[src/rtl/key_expand_seq_256_pkg.sv]
// Shared definitions for the AES-256 key expansion sequencer:
// state encoding, sizes and GF(2^8) / S-box helpers.
package key_expand_seq_256_pkg;

  localparam int AES256_NWORDS = 60;
  localparam int AES256_NK     = 8;
  localparam logic [7:0] INV_EXP = 8'd254;

  typedef enum logic [1:0] {
    S_IDLE   = 2'd0,
    S_LOAD   = 2'd1,
    S_EXPAND = 2'd2,
    S_DONE   = 2'd3
  } state_t;

  function automatic logic [7:0] gf_mul(input logic [7:0] a, input logic [7:0] b);
    logic [7:0] p;
    logic [7:0] x;
    p = 8'h00;
    x = a;
    for (int n = 0; n < 8; n++) begin
      if (b[n]) p = p ^ x;
      else      p = p;
      x = {x[6:0], 1'b0} ^ (x[7] ? 8'h1b : 8'h00);
    end
    return p;
  endfunction

  // S-box: multiplicative inverse (a^254, which maps 0 to 0) then the affine map
  function automatic logic [7:0] sbox(input logic [7:0] a);
    logic [7:0] r;
    r = 8'h01;
    for (int n = 7; n >= 0; n--) begin
      r = gf_mul(r, r);
      if (INV_EXP[n]) r = gf_mul(r, a);
      else            r = r;
    end
    return r ^ {r[6:0], r[7]} ^ {r[5:0], r[7:6]} ^ {r[4:0], r[7:5]} ^ {r[3:0], r[7:4]} ^ 8'h63;
  endfunction

  function automatic logic [31:0] sub_word(input logic [31:0] w);
    return {sbox(w[31:24]), sbox(w[23:16]), sbox(w[15:8]), sbox(w[7:0])};
  endfunction

endpackage

[src/rtl/key_expand_seq_256_word_gen.sv]
// Combinational AES-256 expansion step: w[i] from w[i-1] and w[i-8].
// Only valid for i >= 8; i mod 8 selects RotWord/SubWord/Rcon or SubWord alone.
module current_word_gen_256
  import key_expand_seq_256_pkg::*;
(
  input  logic [5:0]  i,
  input  logic [31:0] prev_word,
  input  logic [31:0] prev_period_word,
  output logic [31:0] word
);

  logic [7:0]  rcon_s;
  logic [31:0] temp_s;

  // Round constant for i = 8*j is x^(j-1)
  always_comb begin
    rcon_s = 8'h00;
    case (i[5:3])
      3'd1:    rcon_s = 8'h01;
      3'd2:    rcon_s = 8'h02;
      3'd3:    rcon_s = 8'h04;
      3'd4:    rcon_s = 8'h08;
      3'd5:    rcon_s = 8'h10;
      3'd6:    rcon_s = 8'h20;
      3'd7:    rcon_s = 8'h40;
      default: rcon_s = 8'h00;
    endcase
  end

  // Nonlinear transform of the previous word
  always_comb begin
    temp_s = prev_word;
    if (i[2:0] == 3'd0) begin
      temp_s = sub_word({prev_word[23:0], prev_word[31:24]}) ^ {rcon_s, 24'h000000};
    end else if (i[2:0] == 3'd4) begin
      temp_s = sub_word(prev_word);
    end else begin
      temp_s = prev_word;
    end
  end

  assign word = prev_period_word ^ temp_s;

endmodule

[src/rtl/key_expand_seq_256.sv]
// AES-256 key expansion sequencer: streams w0..w59 into round-key memory,
// one word per cycle, and reports how many full round keys are stored.
module key_expand_seq_256
  import key_expand_seq_256_pkg::*;
#(
  parameter int NWORDS = AES256_NWORDS,
  parameter int NK     = AES256_NK
) (
  input  logic         clk,
  input  logic         resetn,
  input  logic         start,
  input  logic [255:0] key,
  input  logic         abort,
  output logic         ready,
  output logic         busy,
  output logic         done,
  output logic         we,
  output logic [5:0]   waddr,
  output logic [31:0]  wdata,
  output logic [3:0]   rk_avail
);

  state_t      state_r;
  logic [5:0]  i_r;
  logic [31:0] win_r [0:7];
  logic [31:0] gen_word_s;

  current_word_gen_256 u_word_gen (
    .i                (i_r),
    .prev_word        (win_r[7]),
    .prev_period_word (win_r[0]),
    .word             (gen_word_s)
  );

  // i_r is the index of the next word to emit; the state mirrors the visible outputs
  always_ff @(posedge clk or negedge resetn) begin
    if (!resetn) begin
      state_r  <= S_IDLE;
      i_r      <= 6'd0;
      ready    <= 1'b1;
      busy     <= 1'b0;
      done     <= 1'b0;
      we       <= 1'b0;
      waddr    <= 6'd0;
      wdata    <= 32'h0000_0000;
      rk_avail <= 4'd0;
      for (int k = 0; k < 8; k++) win_r[k] <= 32'h0000_0000;
    end else begin
      case (state_r)
        S_IDLE, S_DONE: begin
          done <= 1'b0;
          if (start) begin
            for (int k = 0; k < 8; k++) win_r[k] <= key[255-32*k -: 32];
            state_r  <= S_LOAD;
            i_r      <= 6'd1;
            ready    <= 1'b0;
            busy     <= 1'b1;
            we       <= 1'b1;
            waddr    <= 6'd0;
            wdata    <= key[255:224];
            rk_avail <= 4'd0;
          end else begin
            state_r <= S_IDLE;
            ready   <= 1'b1;
            busy    <= 1'b0;
            we      <= 1'b0;
          end
        end
        S_LOAD, S_EXPAND: begin
          if (abort) begin
            state_r  <= S_IDLE;
            i_r      <= 6'd0;
            ready    <= 1'b1;
            busy     <= 1'b0;
            we       <= 1'b0;
            rk_avail <= 4'd0;
          end else begin
            if (we && (waddr[1:0] == 2'b11)) rk_avail <= rk_avail + 4'd1;
            if (i_r == 6'(NWORDS)) begin
              state_r <= S_DONE;
              done    <= 1'b1;
              ready   <= 1'b1;
              busy    <= 1'b0;
              we      <= 1'b0;
            end else if (i_r < 6'(NK)) begin
              // Key words come straight from the unshifted window
              state_r <= S_LOAD;
              we      <= 1'b1;
              waddr   <= i_r;
              wdata   <= win_r[i_r[2:0]];
              i_r     <= i_r + 6'd1;
            end else begin
              state_r <= S_EXPAND;
              we      <= 1'b1;
              waddr   <= i_r;
              wdata   <= gen_word_s;
              i_r     <= i_r + 6'd1;
              for (int k = 0; k < 7; k++) win_r[k] <= win_r[k+1];
              win_r[7] <= gen_word_s;
            end
          end
        end
        default: begin
          state_r <= S_IDLE;
          ready   <= 1'b1;
          busy    <= 1'b0;
          done    <= 1'b0;
          we      <= 1'b0;
        end
      endcase
    end
  end

endmodule

[config.mk]
export PLATFORM = sky130hd
export DESIGN_NAME = key_expand_seq_256
export DESIGN_NICKNAME = d
export VERILOG_FILES = /design/src/rtl/key_expand_seq_256_pkg.sv /design/src/rtl/key_expand_seq_256_word_gen.sv /design/src/rtl/key_expand_seq_256.sv
export SDC_FILE = /design/constraint.sdc
export NUM_CORES = 2
export LEC_CHECK = 0
export CAP_MARGIN = 20
export CORE_ASPECT_RATIO = 1.2
export CORE_MARGIN = 4
export CORE_UTILIZATION = 35
export DETAILED_ROUTE_END_ITERATION = 16
export PLACE_DENSITY = 0.57
export SLEW_MARGIN = 30
export SYNTH_ARGS = -nofsm -noshare
export SYNTH_HDL_FRONTEND = slang
export SYNTH_HIERARCHICAL = 1
export SYNTH_SLANG_ARGS = --single-unit
[constraint.sdc]
create_clock -name clk -period 21 [get_ports clk]
set_input_delay 3.15 -clock clk [delete_from_list [all_inputs] [get_ports clk]]
set_output_delay 3.15 -clock clk [all_outputs]
set_load 0.02 [all_outputs]
; ---- Word-level counts from Yosys, hierarchy flattened
; Cells that the tools add are included.
[op_classes]
eq_ne = 21
n_mul = 0
bitwise_logic = 1569
mux = 3031
div = 0
reduce_logical = 10
n_addsub = 2
n_lt_le_gt_ge = 2
shifts = 0
[ops]
columns = cell, count
row1 = 2-to-1 mux 8 bit, 2243
row2 = XOR 8 bit, 1558
row3 = 2-to-1 mux 5 bit, 742
row4 = 2-to-1 mux 256 bit, 4
row5 = one-hot mux 256 bit (2 select lines), 1
row6 = 2-to-1 mux 32 bit, 8
row7 = binary-select mux 32 bit (select 3 bit), 1
row8 = one-hot mux 32 bit (2 select lines), 1
row9 = XOR 32 bit, 2
row10 = one-hot mux 7 bit (7 select lines), 1
row11 = 2-to-1 mux 6 bit, 6
row12 = inverter 4 bit, 8
row13 = one-hot mux 6 bit (2 select lines), 2
row14 = equality test 3 bit (second input constant), 5
row15 = 2-to-1 mux 4 bit, 3
row16 = 2-to-1 mux 1 bit, 10
row17 = inequality test 2 bit (second input constant), 5
row18 = inequality test 3 bit (second input constant), 3
row19 = one-hot mux 1 bit (2 select lines), 4
row20 = one-hot mux 4 bit (2 select lines), 1
row21 = adder 6 x 1 -> 6 bit (second input constant), 1
row22 = equality test 2 bit (second input constant), 3
row23 = equality test 3 x 2 -> 1 bit (second input constant), 2
row24 = equality test 6 bit (second input constant), 1
row25 = other kinds (15), 20
[totals]
ram_bits = 0
elab_cells = 4652
mem_bits_ro = 0
mem_count = 0
input_bits = 260
latchBits = 0
output_inout_bits = 46
reg_bits = 310

; ---- Depth between registers and ports, before layout
[logic_depth]
ltp_word = 449
depth_mapped = 102
mapped_depth_nobuf = 90

; ---- By module
; The synthesis kept the hierarchy.
[by_module_without_submodules]
columns = module, cells_each, area_each_um2, n_inst, seq_area_each_um2
row1 = current_word_gen_256, 7255, 57468.9, 1, 0.0
row2 = key_expand_seq_256, 1770, 16968.8, 1, 7758.7

; ---- Least setup slack after synthesis
; Ideal clock, no wire load.
[synth_timing]
path_kind = reg-to-reg
from = reg win_r[24] (netlist bit)
to = reg win_r[28] (netlist bit)
period_less_slack_ps = 23262
setup_time_ps = 125
path_slack_ps = -2262
path_buffers = 10
t_arrival_ps = 23137
stages_incl_launch_ff = 96
cell_sequence = dfrtp_1 > ha_1 > buf_6 > xnor3_1 > nand2_2 > xnor3_1 > xor2_2 > xnor2_1 > nor2_1 > xnor3_1 > xor2_1 > inv_1 > buf_2 > ha_1 > xnor2_1 > xnor3_1 > xnor2_1 > nor2_1 > (+60 left out) > xor3_1 > inv_2 > buf_4 > ha_1 > xnor3_2 > xor2_1 > or4_1 > nand3_2 > xnor2_2 > xnor3_1 > xnor2_1 > xnor2_1 > xnor2_1 > a222oi_1 > xor2_1 > nand2_1 > nand2_1 > mux2_2
[synth_lines]
columns = element, line
row1 = start: declaration, key_expand_seq_256.sv:25  ; logic [31:0] win_r [0:7];

; ---- Final worst setup path
[layout_timing]
from = reg win_r[16] (netlist bit)
to = reg win_r[28] (netlist bit)
[layout_via]
elab_chain_len = 333
word_cells_on_any_way = 515
[layout_lines]
columns = element, line
row1 = 2-to-1 mux 8 bit, key_expand_seq_256_pkg.sv:22  ; if (b[n]) p = p ^ x;
row2 = 2-to-1 mux 8 bit, key_expand_seq_256_word_gen.sv:33  ; if (i[2:0] == 3'd0) begin
row3 = XOR 8 bit, key_expand_seq_256_pkg.sv:22
row4 = 2-to-1 mux 8 bit, key_expand_seq_256_pkg.sv:22
row5 = 2-to-1 mux 8 bit, key_expand_seq_256_word_gen.sv:33
row6 = XOR 8 bit, key_expand_seq_256_pkg.sv:22
row7 = 2-to-1 mux 8 bit, key_expand_seq_256_pkg.sv:22
row8 = 2-to-1 mux 8 bit, key_expand_seq_256_word_gen.sv:33
row9 = (+318 left out), -
row10 = XOR 32 bit *, key_expand_seq_256_word_gen.sv:34  ; temp_s = sub_word({prev_word[23:0], prev_word[31:24]}) ^ {rcon_s, 24'h000000};
row11 = 2-to-1 mux 32 bit *, key_expand_seq_256_word_gen.sv:33
row12 = XOR 32 bit *, key_expand_seq_256_word_gen.sv:42  ; assign word = prev_period_word ^ temp_s;
row13 = net gen_word_s[28], key_expand_seq_256.sv:26  ; logic [31:0] gen_word_s;
row14 = 2-to-1 mux 256 bit *, key_expand_seq_256.sv:85  ; end else if (i_r < 6'(NK)) begin
row15 = 2-to-1 mux 256 bit *, key_expand_seq_256.sv:79  ; if (i_r == 6'(NWORDS)) begin
row16 = 2-to-1 mux 256 bit *, key_expand_seq_256.sv:70  ; if (abort) begin
row17 = one-hot mux 256 bit (2 select lines) *, key_expand_seq_256.sv:49  ; case (state_r)
; Mark *: on every way through the listed nets, which the timed path passes. The rest lies on a longest branch. The select of a mux whose other input is x is not followed.
; A chain may end at the register's enable or synchronous reset.

==> impl_metrics.tcl <==
set metrics [dict create \
    h-tree-depth 2 \
    ys_warn_count 6 \
    outcome "complete, no violations" \
    rr_endpoint "win_r[28]$_DFFE_PN0P_" \
    reg2reg_from "win_r[16]$_DFFE_PN0P_" \
    ys_types 136 \
    fmax_mhz 48.54 \
    syn_nets 9316 \
    via_count 72604 \
    drc 0 \
    drt_iter0_drc 6136 \
    die_area_mm2 0.2202 \
    min-delay-start "busy$_DFFE_PN0P_" \
    place.port_buffers 305 \
    hold_viol_final 0 \
    yosysSeqAreaShare_pct 10.42 \
    die_w_um 429.0 \
    grt_overflow 0 \
    grt_pass1_wl_um 431900 \
    period_share_pct 98.10 \
    track_usage_pct 24.72 \
    final_common_cell "nand2_1" \
    synthCells 9025 \
    antenna_found_initial 16 \
    crit_type "flop to flop" \
    finalMaxSlewViolations 0 \
    cts_sinks 310 \
    skew_ns 0.03301 \
    rsz0062_at_grt "yes" \
    final_cell_mix "nand2_1, buf_4, xnor2_1" \
    grt_max_degree 165 \
    holdPathStages 2 \
    nets 10606 \
    die_h_um 513.2 \
    post-route-util_pct 45.84 \
    worstPathMaxFanout 8 \
    final_antenna_net_count 0 \
    fin_crit_ns 20.60 \
    dp_hpwl_um 216200 \
    reg2regPathDepth 90 \
    area_growth_pct 30.28 \
    grt_pass1_vias 70658 \
    crit_arrival_ns 21.09 \
    setup_viol 0 \
    drive_gt1_share_pct 28.63 \
    r2r_slack_ns 0.40 \
    hp-class "flop to flop" \
    clk_path_buf_depth 3 \
    slowest_delay_ns 0.58 \
    max_slew_margin_pct 32.33 \
    cts_tree "built" \
    whs_endpoint "busy$_DFFE_PN0P_" \
    worst_pin_slew_ns 1.015 \
    drt-vias-per-instance 5.519 \
    setup_tns_ns 0 \
    ctsRootBufferMaster "clkbuf_16" \
    avgSynthCellArea_um2 8.248 \
    netlist_area_mm2 0.07444 \
    cts_buffers 37 \
    drv_cap 0 \
    critPathSlowestCell "xnor3_2" \
    io_pins 306 \
    fill_cells 20623 \
    required_ns 21.49 \
    coreArea_mm2 0.2116 \
    wl_um 292400 \
    routabilityCongestion 0.9559 \
    num_rows 185 \
    wl_per_cell_um 22.23 \
    cts.clk_slew.worst_paths_ns 0.07 \
    synth_edf_count 0 \
    synth_ff_type "dfrtp_1" \
    clkLatencyLatePin_ns 0.62 \
    initial_core_util_pct 35.18 \
    ys_ff_latch 310 \
    cp-start-kind "flop" \
    async_flop_share_pct 100.0 \
    drtPass1Iterations 9 \
    end_kind "flop" \
]
synth_stat cells, types with 31 or more instances:
cell | number | area [um^2]
nor2b_1 | 79 | 494.2
xor2_1 | 525 | 4598
or3_1 | 34 | 212.7
a211oi_1 | 54 | 405.4
nand2b_1 | 76 | 475.5
nand2_1 | 1799 | 6753
nor3_1 | 140 | 700.7
xnor2_1 | 1335 | 11690
o221ai_1 | 32 | 280.3
o22ai_1 | 68 | 425.4
nor2_1 | 695 | 2609
inv_1 | 139 | 521.8
dfrtp_1 | 309 | 7732
a21o_1 | 31 | 232.7
mux2_1 | 44 | 495.5
and2_1 | 86 | 538.0
mux2i_1 | 210 | 2102
o211ai_1 | 62 | 465.5
a22oi_1 | 126 | 945.9
xor3_1 | 87 | 2068
xnor2_2 | 79 | 1285
mux2_2 | 253 | 2849
xnor3_1 | 432 | 9729
a221oi_1 | 33 | 289.0
a222oi_1 | 49 | 490.5
a31oi_1 | 38 | 237.7
o21ai_0 | 260 | 1301
clkbuf_1 | 298 | 1119
a32oi_1 | 52 | 455.4
a21oi_1 | 281 | 1406
buf_4 | 74 | 555.5
mux4_2 | 67 | 1509
ha_1 | 31 | 387.9
o21ai_1 | 42 | 210.2
buf_2 | 164 | 820.8
and3_1 | 56 | 350.3
buf_1 | 71 | 266.5
nand3_1 | 145 | 725.7
metal layers:
metal / part of all wire [%] / up-vias / track usage (%)
li1: - / 33642 / -
met1: 40 / 35603 / 30.74
met2: 48 / 2701 / 42.70
met3: 5.8 / 654 / 2.407
met4: 5.8 / 4 / 12.22
met5: 0.010 / - / 0
registers in the layout, indices dropped and copies added (netlist names):
name	count
rk_avail	4
done	1
wdata	32
state_r	2
we	1
waddr	6
busy	1
i_r	6
ready	1
win_r	256
cell families after synthesis:
group / count (synthesis) / share of synthesized area, %
AOI/OAI and AO/OA: 1473 / 13.92
xor gates and xnor gates: 2528 / 41.53
adders and majority gates: 31 / 0.5211
buffers and inverters: 800 / 4.851
DFF: 310 / 10.42
muxes: 578 / 9.453
and+or+nand+nor: 3305 / 19.30
cell type report:
cell class / count / area (um^2) / share of cell area [%]
Sequential cell: 310 / 7815 / 8.058
Inverter: 172 / 649.4 / 0.6696
Clock inverter: 20 / 267.8 / 0.2761
Tap cell: 2805 / 3510 / 3.619
Timing Repair Buffer: 1878 / 15770 / 16.26
Clock buffer: 45 / 975.9 / 1.006
Multi-Input combinational cell: 7916 / 67970 / 70.09
Antenna cell: 10 / 25.02 / 0.02580
critical path, delay by kind of cell (launching register included):
family | cells | cell delay (ns)
fa+ha+maj | 5 | 1.49
buf+inv | 15 | 2.39
xor+xnor | 38 | 10.27
simple gates | 12 | 1.67
mux | 3 | 0.55
compound gates | 17 | 3.55
flops | 1 | 0.51
timing repair:
item	in CTS	in global routing
setup buffers	28	305
cloned	2	4
resized for setup	115	643
hold buffers	0	0
setup endpoints to repair	61	64
pin swaps	40	336
metrics by stage:
| step | area, um^2 | hold WS (ns) | std cells | worst slack (ns) |
|---|---|---|---|---|
| 2_1_floorplan | 75300 | 0.4751 | 9025 | 0.01254 |
| 3_3_place_gp | 88610 | 0.4901 | 12739 | -0.8014 |
| 3_5_place_dp | 88630 | 0.4975 | 12739 | -0.8489 |
| 4_1_cts | 90790 | 0.5132 | 12834 | 0.002974 |
| 5_1_grt | 96980 | 0.5212 | 13154 | -0.3430 |
| 6_report | 96980 | 0.5040 | 13156 | 0.3994 |
worst max path at each step:
stage / cells past startpoint / slack (ns) / endpoint / startpoint
floorplan: 96 / 0.01 / win_r[28]$_DFFE_PN0P_ / win_r[24]$_DFFE_PN0P_
global placement: 74 / -0.80 / win_r[28]$_DFFE_PN0P_ / win_r[24]$_DFFE_PN0P_
detailed placement: 74 / -0.85 / win_r[5]$_DFFE_PN0P_ / win_r[31]$_DFFE_PN0P_
CTS: 87 / 0.003 / win_r[28]$_DFFE_PN0P_ / win_r[22]$_DFFE_PN0P_
global route: 91 / -0.34 / win_r[28]$_DFFE_PN0P_ / win_r[31]$_DFFE_PN0P_
finish: 90 / 0.40 / win_r[28]$_DFFE_PN0P_ / win_r[16]$_DFFE_PN0P_
Power is not shown: default switching activity piles up to over one toggle a cycle in this logic, so the estimate is an artifact.
